--- src/rtl/ctr_driver_if.sv ---
`default_nettype none
// +----------------------------------------------------------------------+
// | ctr_driver_if : request handshake and counter-chain bus for ctr_driver |
// | Rev 1.0                                                               |
// +----------------------------------------------------------------------+
interface ctr_driver_if;
    logic        start;
    logic        dir;
    logic [11:0] value;
    logic        abort;
    logic [11:0] d;
    logic        sel2;
    logic        sel1;
    logic        nCryIn;
    logic [2:0]  nCryOut;
    logic        busy;
    logic        done;
    logic        err;
    logic [12:0] ticks;

    // master: requester plus the external counter chain
    modport master (
        output start, dir, value, abort, nCryOut,
        input  d, sel2, sel1, nCryIn, busy, done, err, ticks
    );

    modport slave (
        input  start, dir, value, abort, nCryOut,
        output d, sel2, sel1, nCryIn, busy, done, err, ticks
    );
endinterface
`default_nettype wire

--- src/rtl/ctr_driver.sv ---
`default_nettype none
// +----------------------------------------------------------------------+
// | ctr_driver : loads a 3-nibble hex counter chain and runs it to 0/FFF  |
// | Rev 1.0                                                               |
// +----------------------------------------------------------------------+
module ctr_driver (
    input  wire logic   clk,
    input  wire logic   nReset,
    ctr_driver_if.slave bus
);
    localparam logic [1:0]  c_SEL_LOAD   = 2'b00;
    localparam logic [1:0]  c_SEL_INC    = 2'b01;
    localparam logic [1:0]  c_SEL_DEC    = 2'b10;
    localparam logic [1:0]  c_SEL_HOLD   = 2'b11;
    localparam logic [12:0] c_TICK_LIMIT = 13'd4097;

    typedef enum logic [2:0] {
        S_IDLE    = 3'd0,
        S_SETUP   = 3'd1,
        S_STROBE  = 3'd2,
        S_RELEASE = 3'd3,
        S_COUNT   = 3'd4,
        S_FIN     = 3'd5
    } state_t;

    state_t      r_state;
    logic [1:0]  r_sel;
    logic        r_ncryin;
    logic [11:0] r_d;
    logic        r_dir;
    logic        r_busy;
    logic        r_done;
    logic        r_err;
    logic [12:0] r_ticks;

    logic        w_term;
    logic [12:0] w_ticks_inc;

    assign w_term      = (bus.nCryOut == 3'b000);
    assign w_ticks_inc = r_ticks + 13'd1;

    always_ff @(posedge clk or negedge nReset) begin
        if (!nReset) begin
            r_state  <= S_IDLE;
            r_sel    <= c_SEL_HOLD;
            r_ncryin <= 1'b1;
            r_d      <= 12'h000;
            r_dir    <= 1'b0;
            r_busy   <= 1'b0;
            r_done   <= 1'b0;
            r_err    <= 1'b0;
            r_ticks  <= 13'd0;
        end else begin
            r_done <= 1'b0;
            r_err  <= 1'b0;
            case (r_state)
                S_IDLE: begin
                    if (bus.start) begin
                        r_state  <= S_SETUP;
                        r_dir    <= bus.dir;
                        r_d      <= bus.value;
                        r_ticks  <= 13'd0;
                        r_sel    <= c_SEL_LOAD;
                        r_ncryin <= 1'b1;
                        r_busy   <= 1'b1;
                    end
                end
                S_SETUP: begin
                    r_state  <= S_STROBE;
                    r_ncryin <= 1'b0;
                end
                S_STROBE: begin
                    r_state  <= S_RELEASE;
                    r_sel    <= c_SEL_HOLD;
                    r_ncryin <= 1'b1;
                end
                S_RELEASE: begin
                    r_state <= S_COUNT;
                    r_sel   <= r_dir ? c_SEL_INC : c_SEL_DEC;
                end
                S_COUNT: begin
                    if (w_term) begin
                        r_state <= S_FIN;
                        r_sel   <= c_SEL_HOLD;
                        r_done  <= 1'b1;
                    end else begin
                        // every clk here with term low is a real chain edge
                        r_ticks <= w_ticks_inc;
                        if (w_ticks_inc == c_TICK_LIMIT) begin
                            r_state <= S_IDLE;
                            r_sel   <= c_SEL_HOLD;
                            r_d     <= 12'h000;
                            r_busy  <= 1'b0;
                            r_err   <= 1'b1;
                        end
                    end
                end
                S_FIN: begin
                    r_state <= S_IDLE;
                    r_d     <= 12'h000;
                    r_busy  <= 1'b0;
                end
                default: begin
                    r_state  <= S_IDLE;
                    r_sel    <= c_SEL_HOLD;
                    r_ncryin <= 1'b1;
                    r_d      <= 12'h000;
                    r_busy   <= 1'b0;
                end
            endcase

            // abort overrides every transition above but keeps the tick count
            if (r_state != S_IDLE && bus.abort) begin
                r_state  <= S_IDLE;
                r_sel    <= c_SEL_HOLD;
                r_ncryin <= 1'b1;
                r_d      <= 12'h000;
                r_busy   <= 1'b0;
                r_done   <= 1'b0;
                r_err    <= 1'b0;
            end
        end
    end

    assign bus.nCryIn = (r_state == S_COUNT) ? w_term : r_ncryin;
    assign bus.sel2   = r_sel[1];
    assign bus.sel1   = r_sel[0];
    assign bus.d      = r_d;
    assign bus.busy   = r_busy;
    assign bus.done   = r_done;
    assign bus.err    = r_err;
    assign bus.ticks  = r_ticks;
endmodule
`default_nettype wire

--- src/flat_wrapper.sv ---
// flat-port wrapper written by rule: the top's interface ports become plain ports
module ctr_driver_flat 
  (clk, nReset, bus_start, bus_dir, bus_value, bus_abort, bus_nCryOut, bus_d, bus_sel2, bus_sel1, bus_nCryIn, bus_busy, bus_done, bus_err, bus_ticks);
  ctr_driver_if bus_i ();
  input  wire logic clk;
  input  wire logic nReset;
  input wire logic [$bits(bus_i.start)-1:0] bus_start;
  input wire logic [$bits(bus_i.dir)-1:0] bus_dir;
  input wire logic [$bits(bus_i.value)-1:0] bus_value;
  input wire logic [$bits(bus_i.abort)-1:0] bus_abort;
  input wire logic [$bits(bus_i.nCryOut)-1:0] bus_nCryOut;
  output wire logic [$bits(bus_i.d)-1:0] bus_d;
  output wire logic [$bits(bus_i.sel2)-1:0] bus_sel2;
  output wire logic [$bits(bus_i.sel1)-1:0] bus_sel1;
  output wire logic [$bits(bus_i.nCryIn)-1:0] bus_nCryIn;
  output wire logic [$bits(bus_i.busy)-1:0] bus_busy;
  output wire logic [$bits(bus_i.done)-1:0] bus_done;
  output wire logic [$bits(bus_i.err)-1:0] bus_err;
  output wire logic [$bits(bus_i.ticks)-1:0] bus_ticks;
  assign bus_i.start = bus_start;
  assign bus_i.dir = bus_dir;
  assign bus_i.value = bus_value;
  assign bus_i.abort = bus_abort;
  assign bus_i.nCryOut = bus_nCryOut;
  assign bus_d = bus_i.d;
  assign bus_sel2 = bus_i.sel2;
  assign bus_sel1 = bus_i.sel1;
  assign bus_nCryIn = bus_i.nCryIn;
  assign bus_busy = bus_i.busy;
  assign bus_done = bus_i.done;
  assign bus_err = bus_i.err;
  assign bus_ticks = bus_i.ticks;
  ctr_driver u_core (.clk(clk), .nReset(nReset), .bus(bus_i));
endmodule
--- config.mk ---
export PLATFORM = sky130hd
export DESIGN_NAME = ctr_driver_flat
export DESIGN_NICKNAME = d
export VERILOG_FILES = /design/src/rtl/ctr_driver_if.sv /design/src/rtl/ctr_driver.sv /design/src/flat_wrapper.sv
export SDC_FILE = /design/constraint.sdc
export NUM_CORES = 1
export LEC_CHECK = 0
export BUFFER_PORTS_ARGS = -buffer_cell sky130_fd_sc_hd__buf_2
export CORE_UTILIZATION = 30
export CTS_BUF_LIST = sky130_fd_sc_hd__clkbuf_4
export DETAILED_ROUTE_END_ITERATION = 10
export PLACE_DENSITY = 0.59
export SYNTH_ARGS = -nofsm -noshare
export SYNTH_HDL_FRONTEND = slang
export SYNTH_SLANG_ARGS = --single-unit
--- constraint.sdc ---
create_clock -name clk -period 2.2 [get_ports clk]
set_clock_uncertainty 0.1 [all_clocks]
set_input_delay 0 -clock clk [delete_from_list [all_inputs] [get_ports clk]]
set_output_delay 0 -clock clk [all_outputs]
set_load 0.01 [all_outputs]
-- Word-level counts from Yosys, hierarchy flattened
Cells that the tools add are included.
- muxes and demuxes: 34
- divide/modulo/power cells: 0
- add/sub/neg operators: 1
- bitwise logic cells: 0
- reductions and logical operators: 14
- equality and inequality tests: 15
- shifts and indexed selects: 0
- multipliers: 0
- magnitude comparators: 0
- operators by type and width (kind ; number):
    $mux 12 ; 4
    $pmux 12 s3 ; 1
    $mux 13 ; 2
    $pmux 13 s2 ; 1
    $pmux 3 s5 ; 1
    $add 13x1->13 const B ; 1
    $eq 13x13->1 const B ; 1
    $mux 1 ; 13
    $mux 3 ; 4
    $mux 2 ; 5
    $pmux 2 s4 ; 1
    $eq 3x2->1 const B ; 2
    $eq 3x3->1 const B ; 2
    $logic_not 3->1 ; 2
    $ne 2x1->1 const B ; 3
    $pmux 1 s3 ; 2
    $reduce_and 2->1 ; 3
    $reduce_and 3->1 ; 2
    $reduce_or 3->1 ; 2
    $ne 2x2->1 const B ; 2
    $ne 4x1->1 const B ; 1
    $reduce_and 4->1 ; 1
    $eq 3x1->1 const B ; 1
    $ne 3x1->1 const B ; 1
    6 further kinds ; 6
- memories kept: 0
- register bits after elaboration: 35
- RAM bits: 0
- latch bits: 0
- output and inout port bits: 31
- input port bits: 20
- memory bits (read-only): 0

-- Depth between registers and ports, before layout
Gate-level depths: netlist of the first run.
- depth in word-level cells: 6
- gate-level depth with buffers: 9

-- Worst setup path after synthesis of the first run
Ideal clock, no wire load.
- kind: register to register
- start point: reg u_core.r_ticks[0], in the netlist u_core.bus.ticks[0]
- end point: reg u_core.r_d[8], in the netlist u_core.bus.d[8]
- library setup time: 125 ps
- period minus slack after synthesis: 2402 ps
- stages on the path, launching flop included: 10
- slack: -202 ps
- arrival: 2176 ps
- buffers on the path: 2
- cell sequence: dfrtp_1 ha_1 buf_2 nand2_4 or4_4 a211oi_2 nor2_1 nor3b_2 buf_6 o21ai_2
- word-level cells in the longest chain between the ends: 4
- ends and longest elaborated chain (what ; RTL line ; text):
    start, declared ; ctr_driver.sv:34 ; logic [12:0] r_ticks;
    start signal, assigned ; ctr_driver.sv:88 ; r_ticks <= w_ticks_inc;
    $add 13x1->13 ; ctr_driver.sv:40 ; assign w_ticks_inc = r_ticks + 13'd1;
    $eq 13x13->1 ; ctr_driver.sv:89 ; if (w_ticks_inc == c_TICK_LIMIT) begin
    $ne 3x1->1 (no line) ; - ;
    $reduce_and 4->1 (no line) ; - ;
    end signal, assigned ; ctr_driver.sv:61 ; r_d <= bus.value;
    end, declared ; ctr_driver.sv:29 ; logic [11:0] r_d;
Every way passes these cells.
A chain may end at the register's enable or synchronous reset.

-- Final worst setup path of the first run
- start point: reg u_core.r_ticks[1], in the netlist u_core.bus.ticks[1]
- end point: reg u_core.r_d[4], in the netlist u_core.bus.d[4]
Same word-level chain as after synthesis.

==> metrics.md, run 1 <==
| Metric | Value |
|---|---|
| Status | `complete, but fails checks` |
| Failing checks | `setup timing` |
| Worst reg2reg endpoint | `u_core.bus.d[4]` |
| CTS Buffer Depth | `2` |
| Adder-cell area share of the yosys netlist | `0.0122` |
| Synth Instances | `~240` |
| Initial Utilization | `0.317` |
| Final Slew Violations | `0` |
| Main combinational cell family by area after synthesis | `simple AND/OR/NAND/NOR gates` |
| FF-to-FF Start | `u_core.bus.ticks[1]` |
| Worst slack at placement | `0.00776 ns` |
| Minimum clock period | `~2.3 ns` |
| R2R cell count | `8` |
| Crit path max fanout | `7` |
| Row cnt | `29` |
| Layout cells sized above 1 | `0.371` |
| Num CTS Buffers | `5` |
| Leading area contributor after synthesis | `dfrtp_1` |
| Die Y | `84.7 um` |
| WL/cell | `between 10 and 15 um` |
| First-pass GRT wire length | `between 9000 and 10,000 um` |
| Arrival time at the worst endpoint | `2.43 ns` |
| Synth Cell Area | `~2000 um2` |
| Dpl hpwl | `3750 um` |
| H-tree levels | `2` |
| Vias in the first global route | `between 1,500 and 2,000` |
| Clock edge transition at the registers on the reported setup and hold paths | `roughly 0.12 ns` |
| PortBufs | `50` |
| Largest net degree at the start of global routing | `36` |
| Mux cell area share after synthesis | `0.0159` |
| RSZ-0062 raised after global routing | `yes` |
| Compound-gate portion of the synthesized area | `0.231` |
| Gp weighted congestion | `between 0.7 and 0.8` |
| Top_reg_cell synth | `dfrtp_1` |
| DIE WIDTH | `84.7 um` |
| Max-Cap Viols | `0` |
| Final period util | `1.05` |
| Post-synth EDFFs | `0` |
| Post-synthesis xor/xnor area fraction | `0.0171` |
| Slew at the pin with the worst max-slew slack | `approximately 0.79 ns` |
| Fmax | `about 0.43 GHz` |
| Clk sink count | `35` |
| Core area | `~6500 um2` |
| Hold Crit Class | `input port to flip-flop` |
| Number of diodes | `0` |
| Clock root buffer master | `clkbuf_4` |
| M3 GR Usage | `0.0482` |
| Synth async-reset ratio | `1.00` |
| Req. time, crit path | `2.33 ns` |
| Io pins | `between 50 and 60` |
| GRT Total Usage | `0.166` |
| Total via count in the routed design | `2,069` |
| Sequential area share after synthesis | `0.429` |
| Total power | `~2.5 mW` |
| Grt peak-use layer | `met2` |
| Simple-gate share of the synthesized area | `0.245` |
| Leakage Power | `1.34 nW` |
| Crit. Startpoint | `u_core.bus.ticks[1]` |
| Endpoints failing setup | `16` |
| Synth top area share | `0.391` |
| Initial antenna violation count | `0` |
| DRT iter0 DRCs | `~80` |
| Drt total wl | `between 5000 and 6000 um` |
| Vias per inst | `just over 5` |
| CTS tree | `built` |
| Nets | `350` |
| Drt first pass iters | `6` |
| Clk_lat worst skew | `0.34 ns` |
| Worst-case vdd ir drop | `between 0.0005 and 0.0006 V` |
| Max-slew headroom | `0.475` |
| Crit. End Element | `flip-flop` |
| Final setup margin | `-0.103 ns` |
| Post-synth cell types | `46` |
| Pwr dens | `about 860 nW/um2` |
| Antenna viol nets, final | `0` |
| FF+latch count, synth | `35` |
| WS Path Type | `flip-flop to flip-flop` |
| Critical path endpoint | `u_core.bus.d[4]` |
| Syn-to-layout area delta | `40.5%` |
| Fill cells | `roughly 640` |
| Congestion Overflow GR | `0` |
| Ys Warns | `0` |
| Mean Syn Cell Area | `slightly below 9 um2` |
| R2R setup slack | `-0.10 ns` |
| DR DRC count | `0` |
| Met1 Usage GRT | `0.223` |
| CP Launch Type | `flip-flop` |
| Synth top area cells | `dfrtp_1, o21ai_0, nand2_1, a22oi_1, nor2_1` |
| Met2 usage | `0.270` |
| Final hold vios | `0` |
| Synthesized netlist net count | `259` |
| DIE AREA | `approximately 7200 um2` |
-- synthesized netlist by cell type (4+ instances only) --
cell type,number
a21oi_1,6
a22oi_1,12
and3_1,5
clkbuf_1,10
dfrtp_1,32
inv_1,7
nand2_1,32
nand3_1,6
nor2_1,24
nor3_1,8
o21ai_0,25
o21ai_2,10
o31ai_1,4
-- metrics by stage --
step,instance area [um2],TNS (ns),instances,util,hold WS [ns]
floorplan,2070,0,237,-,-0.396
finish,2880,-1.09,406,0.446,0.0485
global route,2880,-3.28,406,0.446,0.0319
detailed placement,2560,0,377,0.397,0.0363
global placement,2560,-0.0148,377,0.397,0.0320
CTS,2820,0,403,0.436,0.0344
-- power breakdown --
group	total (mW)	switching (mW)	internal, mW
Sequential	1.00	0.148	0.852
Combinational	1.12	0.612	0.509
Clock	0.358	0.236	0.122
-- layout by cell type (no fill, tap or decap), types with 6 or more instances in the layout --
| master | synthesis | final |
|---|---|---|
| inv_1 | 7 | 7 |
| buf_4 | 0 | 28 |
| dfrtp_1 | 32 | 29 |
| buf_2 | 3 | 50 |
| dlygate4sd3_1 | 0 | 18 |
| a21oi_1 | 6 | 6 |
| o21ai_2 | 10 | 10 |
| nor3_1 | 8 | 7 |
| nand2_1 | 32 | 32 |
| a22oi_1 | 12 | 12 |
| o21ai_0 | 25 | 21 |
| nor2_1 | 24 | 24 |
| nand3_1 | 6 | 6 |
-- area by class of cell --
| class | count | area (um2) | area share |
|---|---|---|---|
| Tap cell | 77 | 96.3 | 0.0334 |
| Clock buffer | 5 | 37.5 | 0.0130 |
| Inverter | 7 | 26.3 | 0.00912 |
| Timing Repair Buffer | 99 | 697 | 0.242 |
| Multi-Input combinational cell | 180 | 1120 | 0.389 |
| Clock inverter | 3 | 20.0 | 0.00695 |
| Sequential cell | 35 | 883 | 0.307 |
-- worst min-delay path by stage --
stage / startpoint / to / slack, ns / depth (start not counted)
final: bus_nCryOut[0] / u_core.r_state[2] / 0.05 / 4
after global routing: bus_nCryOut[1] / u_core.r_state[2] / 0.03 / 4
after CTS: bus_nCryOut[0] / u_core.r_state[2] / 0.03 / 4
after detailed placement: nReset / u_core.bus.d[2] / 0.04 / 1
after global placement: nReset / u_core.bus.d[2] / 0.03 / 1
after floorplan: nReset / u_core.bus.busy / -0.40 / 0
-- registers in the layout, summed over array words and instances, names as in the netlist --
signal,flops
u_core.bus.done,1
u_core.bus.ticks,13
u_core.r_ncryin,1
u_core.r_state,3
u_core.r_sel,2
u_core.bus.busy,1
u_core.r_dir,1
u_core.bus.d,12
u_core.bus.err,1
-- layer usage --
layer / vias up / share of wire
met5: - / 0
met4: 0 / 0.0027
met3: 2 / 0.050
met2: 49 / 0.47
met1: 985 / 0.47
li1: 1033 / -
-- worst max-delay path: stages (launching register included) --
cell and delay [ns]:
dfrtp_2 0.47, ha_4 0.20, or4_1 0.39, nand2_1 0.08, and3_4 0.18, nand4_1 0.14, nor3b_4 0.34, clkbuf_16 0.23
o21ai_2 0.05
-- timing repair --
| item | in CTS | in global routing |
|---|---|---|
| gates cloned | 0 | 1 |
| hold buffers | 18 | 0 |
| resized for setup | 4 | 7 |
| hold endpoints to repair | 51 | 0 |
| pin swaps | 0 | 0 |
| buffers inserted | 0 | 2 |
| setup endpoints to repair | 5 | 16 |
-- kinds of logic after synthesis --
kind of cell,count (synthesis)
flip-flops,35
multiplexers,3
AND/OR/NAND/NOR,100
buffers and inverters,22
adder cells (fa/ha/maj),2
AO/OA/AOI/OAI,71
XOR/XNOR,4
Note: power is estimated with default switching activity, not from simulation.
==> inputs of run 2 (changes only) <==
--- a/config.mk
+++ b/config.mk
@@ -11,3 +11,3 @@
 export DETAILED_ROUTE_END_ITERATION = 10
-export PLACE_DENSITY = 0.59
+export PLACE_DENSITY = 0.57
 export SYNTH_ARGS = -nofsm -noshare
==> constraint.sdc (replaced) <==
create_clock -name clk -period 2.75 [get_ports clk]
set_clock_uncertainty 0.1 [all_clocks]
set_input_delay 0.4125 -clock clk [delete_from_list [all_inputs] [get_ports clk]]
set_output_delay 0.4125 -clock clk [all_outputs]
set_load 0.01 [all_outputs]
==> run 2 against run 1 <==
Against the previous run:
- the run now ends clean
- power down 20%
- critical path depth is 1 lower
- sequential share of layout area rose by 4.8 points
- setup slack better by 0.35 ns
- final cell count fell by 10%
- register-to-register slack improved by 0.35 ns
- first-iteration DRC count is 120% higher
- sequential power down 18%
- via count shrank 9.2%
- design area decreased by 14%
- die area stayed put
- combinational power decreased by 31%
==> metrics.md, run 2 (synthesis gave the netlist of run 1 again) <==
| Metric | Value |
|---|---|
| Pwr dens | `798 nW/um2 (-7.3%)` |
| Total via count in the routed design | `1,879 (-9.2%)` |
| Congestion Overflow GR | `0 (unchanged)` |
| Endpoints failing setup | `0 (-16)` |
| Multi-input gate area | `1070 um2 (-4.1%)` |
| Initial Utilization | `0.317 (unchanged)` |
| FF-to-FF Start | `u_core.bus.ticks[1]` |
| Dpl hpwl | `3480 um (-7.3%)` |
| Fmax | `0.399 GHz (-8.0%)` |
| Worst reg2reg endpoint | `u_core.r_sel[0]` |
| Nets | `309 (-12%)` |
| Final period util | `0.911 (-0.136)` |
| Fill cells | `656 (+3.3%)` |
| Slew at the pin with the worst max-slew slack | `0.790 ns (+0.00274 ns)` |
| First-pass GRT wire length | `8370 um (-12%)` |
| Final Slew Violations | `0 (unchanged)` |
| R2R cell count | `7 (-1)` |
| Vias in the first global route | `1,770 (-11%)` |
| Commonest non-fill, non-tap cells in the layout | `buf_2, nand2_1, dfrtp_1` |
| CTS Buffer Depth | `2 (unchanged)` |
| DR DRC count | `0 (unchanged)` |
| Switching power total | `0.772 mW (-22%)` |
| Row cnt | `29 (unchanged)` |
| Die Y | `84.7 um (unchanged)` |
| Sw frac | `0.390 (-0.0114)` |
| Register area | `880 um2 (-0.42%)` |
| DIE WIDTH | `84.7 um (unchanged)` |
| Comb pwr share | `0.389 (-0.063)` |
| Post-CTS Setup Bufs | `0 (unchanged)` |
| Max-slew headroom | `0.473 (-0.00183)` |
| Hold Crit Class | `input port to async pin` |
| Inst Count DP | `357 (-5.3%)` |
| DRT iter0 DRCs | `182 (+120%)` |
| Req. time, crit path | `2.93 ns (+0.60 ns)` |
| PortBufs | `50 (unchanged)` |
| Crit path max fanout | `9 (+2)` |
| Drt first pass iters | `6 (unchanged)` |
| DIE AREA | `7170 um2 (unchanged)` |
| Max-Cap Viols | `0 (unchanged)` |
| Largest net degree at the start of global routing | `36 (unchanged)` |
| Core area | `6460 um2 (unchanged)` |
| CTS resizes | `0 (-4)` |
| GRT Total Usage | `0.147 (-0.0195)` |
| Clock root buffer master | `clkbuf_4` |
| CP Launch Type | `flip-flop` |
| Clk sink count | `35 (unchanged)` |
| Total power | `1.98 mW (-20%)` |
| Num CTS Buffers | `5 (unchanged)` |
| Gp weighted congestion | `0.787 (-1.2%)` |
| Layout Cells excl Fill | `365 (-10%)` |
| R2R setup slack | `0.25 ns (+0.35 ns)` |
| Drt total wl | `4940 um (-11%)` |
| CTS tree | `built` |
| Seq pwr share | `0.416 (+0.013)` |
| Antenna viol nets, final | `0 (unchanged)` |
| Clock edge transition at the registers on the reported setup and hold paths | `0.13 ns (about the same)` |
| RSZ-0062 raised after global routing | `no` |
| Syn-to-layout area delta | `21.0%` |
| Final hold vios | `0 (unchanged)` |
| Leakage Power | `1.15 nW (-14%)` |
| Initial antenna violation count | `0 (unchanged)` |
| Number of diodes | `0 (unchanged)` |
| H-tree levels | `2 (unchanged)` |
| Hold Buf Count CTS | `0 (-18)` |
| Clock power frac | `0.195 (+0.051)` |
| Pint | `1.21 mW (-19%)` |
| Status | `complete, no violations` |
| Crit. End Element | `flip-flop` |
| Setup TNS | `0 ns (+1.09 ns)` |
| Max reg flops | `13 (unchanged)` |
| Arrival time at the worst endpoint | `2.68 ns (+0.25 ns)` |
| Vias per inst | `5.15 (+1.0%)` |
| Layout cells sized above 1 | `0.319 (-0.0514)` |
| WS Path Type | `flip-flop to flip-flop` |
| Worst-case vdd ir drop | `0.000354 V (-33%)` |
| WL/cell | `13.5 um (-1.5%)` |
| Commonest non-fill, non-tap cell in the layout | `buf_2` |
| Clk_lat worst skew | `0.36 ns (+0.02 ns)` |
| Minimum clock period | `2.50 ns (+0.201 ns)` |
| Io pins | `51 (unchanged)` |
==> run 2: per-stage QoR <==
| stage | cell area [um2] | setup WS (ns) | hold WS [ns] | utilization |
|---|---|---|---|---|
| after floorplan | 2050 | 0.348 | 0.0169 | - |
| after global placement | 2400 | 0.329 | 0.373 | 0.371 |
| after detailed placement | 2400 | 0.283 | 0.366 | 0.371 |
| after CTS | 2480 | 0.263 | 0.0495 | 0.384 |
| after global routing | 2480 | 0.0709 | 0.0796 | 0.384 |
| final | 2480 | 0.246 | 0.0247 | 0.384 |
==> run 2: cell type report <==
type                       instances  share of cell area
multi-input combinational        180               0.433
sequential                        35               0.355
timing repair buffer              58               0.130
tap                               77              0.0388
clock inverter                     3              0.0177
clock buffer                       5              0.0151
inverter                           7              0.0106
==> run 2: worst max-delay path, stage by stage (launching register included) <==
cell and delay, ns:
dfrtp_1 0.43, ha_1 0.39, nand2_4 0.10, or4_4 0.49, a211oi_2 0.26, nor2_1 0.09, or3_1 0.40, a31oi_1 0.17
==> run 2: worst max path at each step <==
stage	cells past startpoint	slack [ns]	from	end
6_report	7	0.25	u_core.bus.ticks[1]	u_core.r_sel[0]
5_1_grt	7	0.07	u_core.bus.ticks[1]	u_core.r_sel[0]
4_1_cts	7	0.26	u_core.bus.ticks[1]	u_core.r_sel[1]
3_5_place_dp	8	0.28	u_core.bus.ticks[1]	u_core.bus.d[5]
3_3_place_gp	8	0.33	u_core.bus.ticks[1]	u_core.bus.d[7]
2_1_floorplan	9	0.35	u_core.bus.ticks[0]	u_core.bus.d[8]
==> run 2: metal layers <==
layer | routed length, um | share of wire | global-route usage | vias to the layer above
li1 | - | - | - | 948
met1 | 2410 | 0.49 | 0.199 | 871
met2 | 2220 | 0.45 | 0.226 | 53
met3 | 231 | 0.047 | 0.0334 | 7
met4 | 82 | 0.017 | 0.0632 | 0
met5 | 0 | 0 | 0 | -
==> run 2: power groups by stage <==
stage / Clock (mW) / Sequential [mW] / Combinational [mW]
after floorplan: 0 / 0.845 / 0.469
after global routing: 0.418 / 0.847 / 0.862
final: 0.385 / 0.823 / 0.770
after CTS: 0.397 / 0.823 / 0.778
after detailed placement: 0 / 0.827 / 0.778
after global placement: 0 / 0.830 / 0.771
==> inputs of run 3 (changes only) <==
Settings changed: CORE_UTILIZATION 30 to 40, PLACE_DENSITY 0.57 to 0.7.
==> run 3 against run 2 <==
Against the previous run:
- fmax down 1.2%
- count of clock-buffer cells in the layout unchanged
- setup slack worse by 0.031 ns
- flip-flop and latch count unchanged
- design area down 0.76%
- power down 0.70%
- final cell count down 2.7%
- wire length down 4.5%
- clock power down 5.7%
- non-clock buffer count unchanged
- first-iteration DRC count down 14%
- combinational power up 0.9%
- largest power group unchanged
==> metrics.md, run 3 (synthesis gave the netlist of run 1 again) <==
| Metric | Value |
|---|---|
| Status | `complete, no violations` |
| Drt first pass iters | `4 (-2)` |
| Inst Count DP | `347 (-2.8%)` |
| Clk_lat worst skew | `0.34 ns (-0.02 ns)` |
| Worst slack at placement | `0.244 ns (-0.0395 ns)` |
| Number of diodes | `0 (unchanged)` |
| Switching power total | `0.753 mW (-2.5%)` |
| Minimum clock period | `2.53 ns (+0.0306 ns)` |
| Commonest non-fill, non-tap cells in the layout | `buf_2, nand2_1, dfrtp_1` |
| Num CTS Buffers | `5 (unchanged)` |
| Clk sink count | `35 (unchanged)` |
| FF-to-FF Start | `u_core.bus.ticks[2]` |
| Leakage Power | `1.16 nW (+0.67%)` |
| Setup TNS | `0 ns (unchanged)` |
| Row cnt | `25 (-14%)` |
| Commonest non-fill, non-tap cell in the layout | `buf_2` |
| Post-place instance area | `2370 um2 (-1.0%)` |
| Congestion Overflow GR | `0 (unchanged)` |
| Clock root buffer master | `clkbuf_4` |
| Drt total wl | `4720 um (-4.5%)` |
| Max-Cap Viols | `0 (unchanged)` |
| DRT iter0 DRCs | `157 (-14%)` |
| Vias in the first global route | `1,697 (-4.1%)` |
| Req. time, crit path | `2.87 ns (-0.06 ns)` |
| CTS tree | `built` |
| Final period util | `0.922 (+0.0111)` |
| CTS Buffer Depth | `2 (unchanged)` |
| Io pins | `51 (unchanged)` |
| Multi-input gate area | `1080 um2 (+1.0%)` |
| Final Slew Violations | `0 (unchanged)` |
| Fmax | `0.395 GHz (-1.2%)` |
| Vias per inst | `5.31 (+3.2%)` |
| Max reg flops | `13 (unchanged)` |
| RSZ-0062 raised after global routing | `no` |
| Initial Utilization | `0.425 (+0.108)` |
| Die Y | `73.6 um (-13%)` |
| R2R cell count | `6 (-1)` |
| Hold Buf Count CTS | `0 (unchanged)` |
| WS Path Type | `flip-flop to flip-flop` |
| DIE AREA | `5410 um2 (-24%)` |
| Clock edge transition at the registers on the reported setup and hold paths | `0.12 ns (about the same)` |
| Final hold vios | `0 (unchanged)` |
| GRT Total Usage | `0.189 (+0.0422)` |
| Layout Cells excl Fill | `355 (-2.7%)` |
| Register area | `880 um2 (unchanged)` |
| Crit. Startpoint | `u_core.bus.ticks[2]` |
| First-pass GRT wire length | `7910 um (-5.5%)` |
| Gp weighted congestion | `0.863 (+9.7%)` |
| Worst reg2reg endpoint | `u_core.bus.d[5]` |
| Pwr dens | `798 nW/um2 (about the same)` |
| Clock power frac | `0.185 (-0.010)` |
| Critical path endpoint | `u_core.bus.d[5]` |
| Final Util | `0.511 (+0.127)` |
| Slew at the pin with the worst max-slew slack | `0.758 ns (-0.0324 ns)` |
| H-tree levels | `2 (unchanged)` |
| Endpoints failing setup | `0 (unchanged)` |
| PortBufs | `50 (unchanged)` |
| Max-slew headroom | `0.495 (+0.0216)` |
| Layout cells sized above 1 | `0.319 (unchanged)` |
| Seq pwr share | `0.420 (+0.004)` |
| Dpl hpwl | `3320 um (-4.4%)` |
| Fill cells | `499 (-24%)` |
| Sw frac | `0.383 (-0.00707)` |
| Final instance area | `2460 um2 (-0.76%)` |
| Hold Crit Class | `input port to async pin` |
| Worst-case vdd ir drop | `0.000488 V (+38%)` |
| CP Launch Type | `flip-flop` |
| Arrival time at the worst endpoint | `2.65 ns (-0.03 ns)` |
| DR DRC count | `0 (unchanged)` |
| Core area | `4820 um2 (-25%)` |
| R2R setup slack | `0.22 ns (-0.03 ns)` |
| Total power | `1.96 mW (-0.70%)` |
| Comb pwr share | `0.396 (+0.007)` |
| Final setup margin | `0.215 ns (-0.0306 ns)` |
| Largest net degree at the start of global routing | `36 (unchanged)` |
| Syn-to-layout area delta | `20.1%` |
| WL/cell | `13.3 um (-1.8%)` |
| Crit path max fanout | `14 (+5)` |
| Crit. End Element | `flip-flop` |
| WHS | `0.0289 ns (+0.00419 ns)` |
| Nets | `309 (unchanged)` |
| Pint | `1.21 mW (+0.45%)` |
| Total via count in the routed design | `1,886 (+0.37%)` |
| Initial antenna violation count | `0 (unchanged)` |
| DIE WIDTH | `73.6 um (-13%)` |
| Antenna viol nets, final | `0 (unchanged)` |
## run 3: critical path, cell delays in order, from the launching register on
cell     delay (ns)
dfrtp_1        0.59
nand3_2        0.21
or4_4          0.57
o21ai_0        0.30
nor3b_2        0.23
buf_4          0.27
o21ai_0        0.13
## run 3: layout make-up
| cell class | count | share of cell area |
|---|---|---|
| sequential | 35 | 0.357 |
| multi-input combinational | 180 | 0.441 |
| tap | 67 | 0.0341 |
| clock inverter | 3 | 0.0158 |
| timing repair buffer | 58 | 0.126 |
| inverter | 7 | 0.0107 |
| clock buffer | 5 | 0.0153 |
## run 3: how the worst min path moves through the flow
stage | endpoint | slack [ns]
after floorplan | u_core.bus.busy | 0.02
after global placement | u_core.r_sel[1] | 0.37
after detailed placement | u_core.r_sel[1] | 0.37
after CTS | u_core.r_dir | 0.05
after global routing | u_core.r_dir | 0.09
final | u_core.r_dir | 0.03
## run 3: layer usage
| layer | track usage | wire [um] | vias to the layer above |
|---|---|---|---|
| met5 | 0 | 0 | - |
| met4 | 0.0598 | 64 | 0 |
| met3 | 0.0439 | 261 | 6 |
| met2 | 0.297 | 2110 | 55 |
| met1 | 0.259 | 2280 | 870 |
| li1 | - | - | 955 |
## run 3: repair_timing
action	4_1_cts	5_1_grt
endpoints found under the hold margin	0	0
endpoints found under the setup margin	0	2
buffers inserted	0	0
resized for setup	0	2
## run 3: power groups by stage
| stage | sequential [mW] | combinational [mW] | clock (mW) |
|---|---|---|---|
| floorplan | 0.845 | 0.469 | 0 |
| global placement | 0.832 | 0.766 | 0 |
| finish | 0.825 | 0.777 | 0.363 |
| detailed placement | 0.829 | 0.784 | 0 |
| global route | 0.847 | 0.867 | 0.394 |
| CTS | 0.824 | 0.786 | 0.373 |
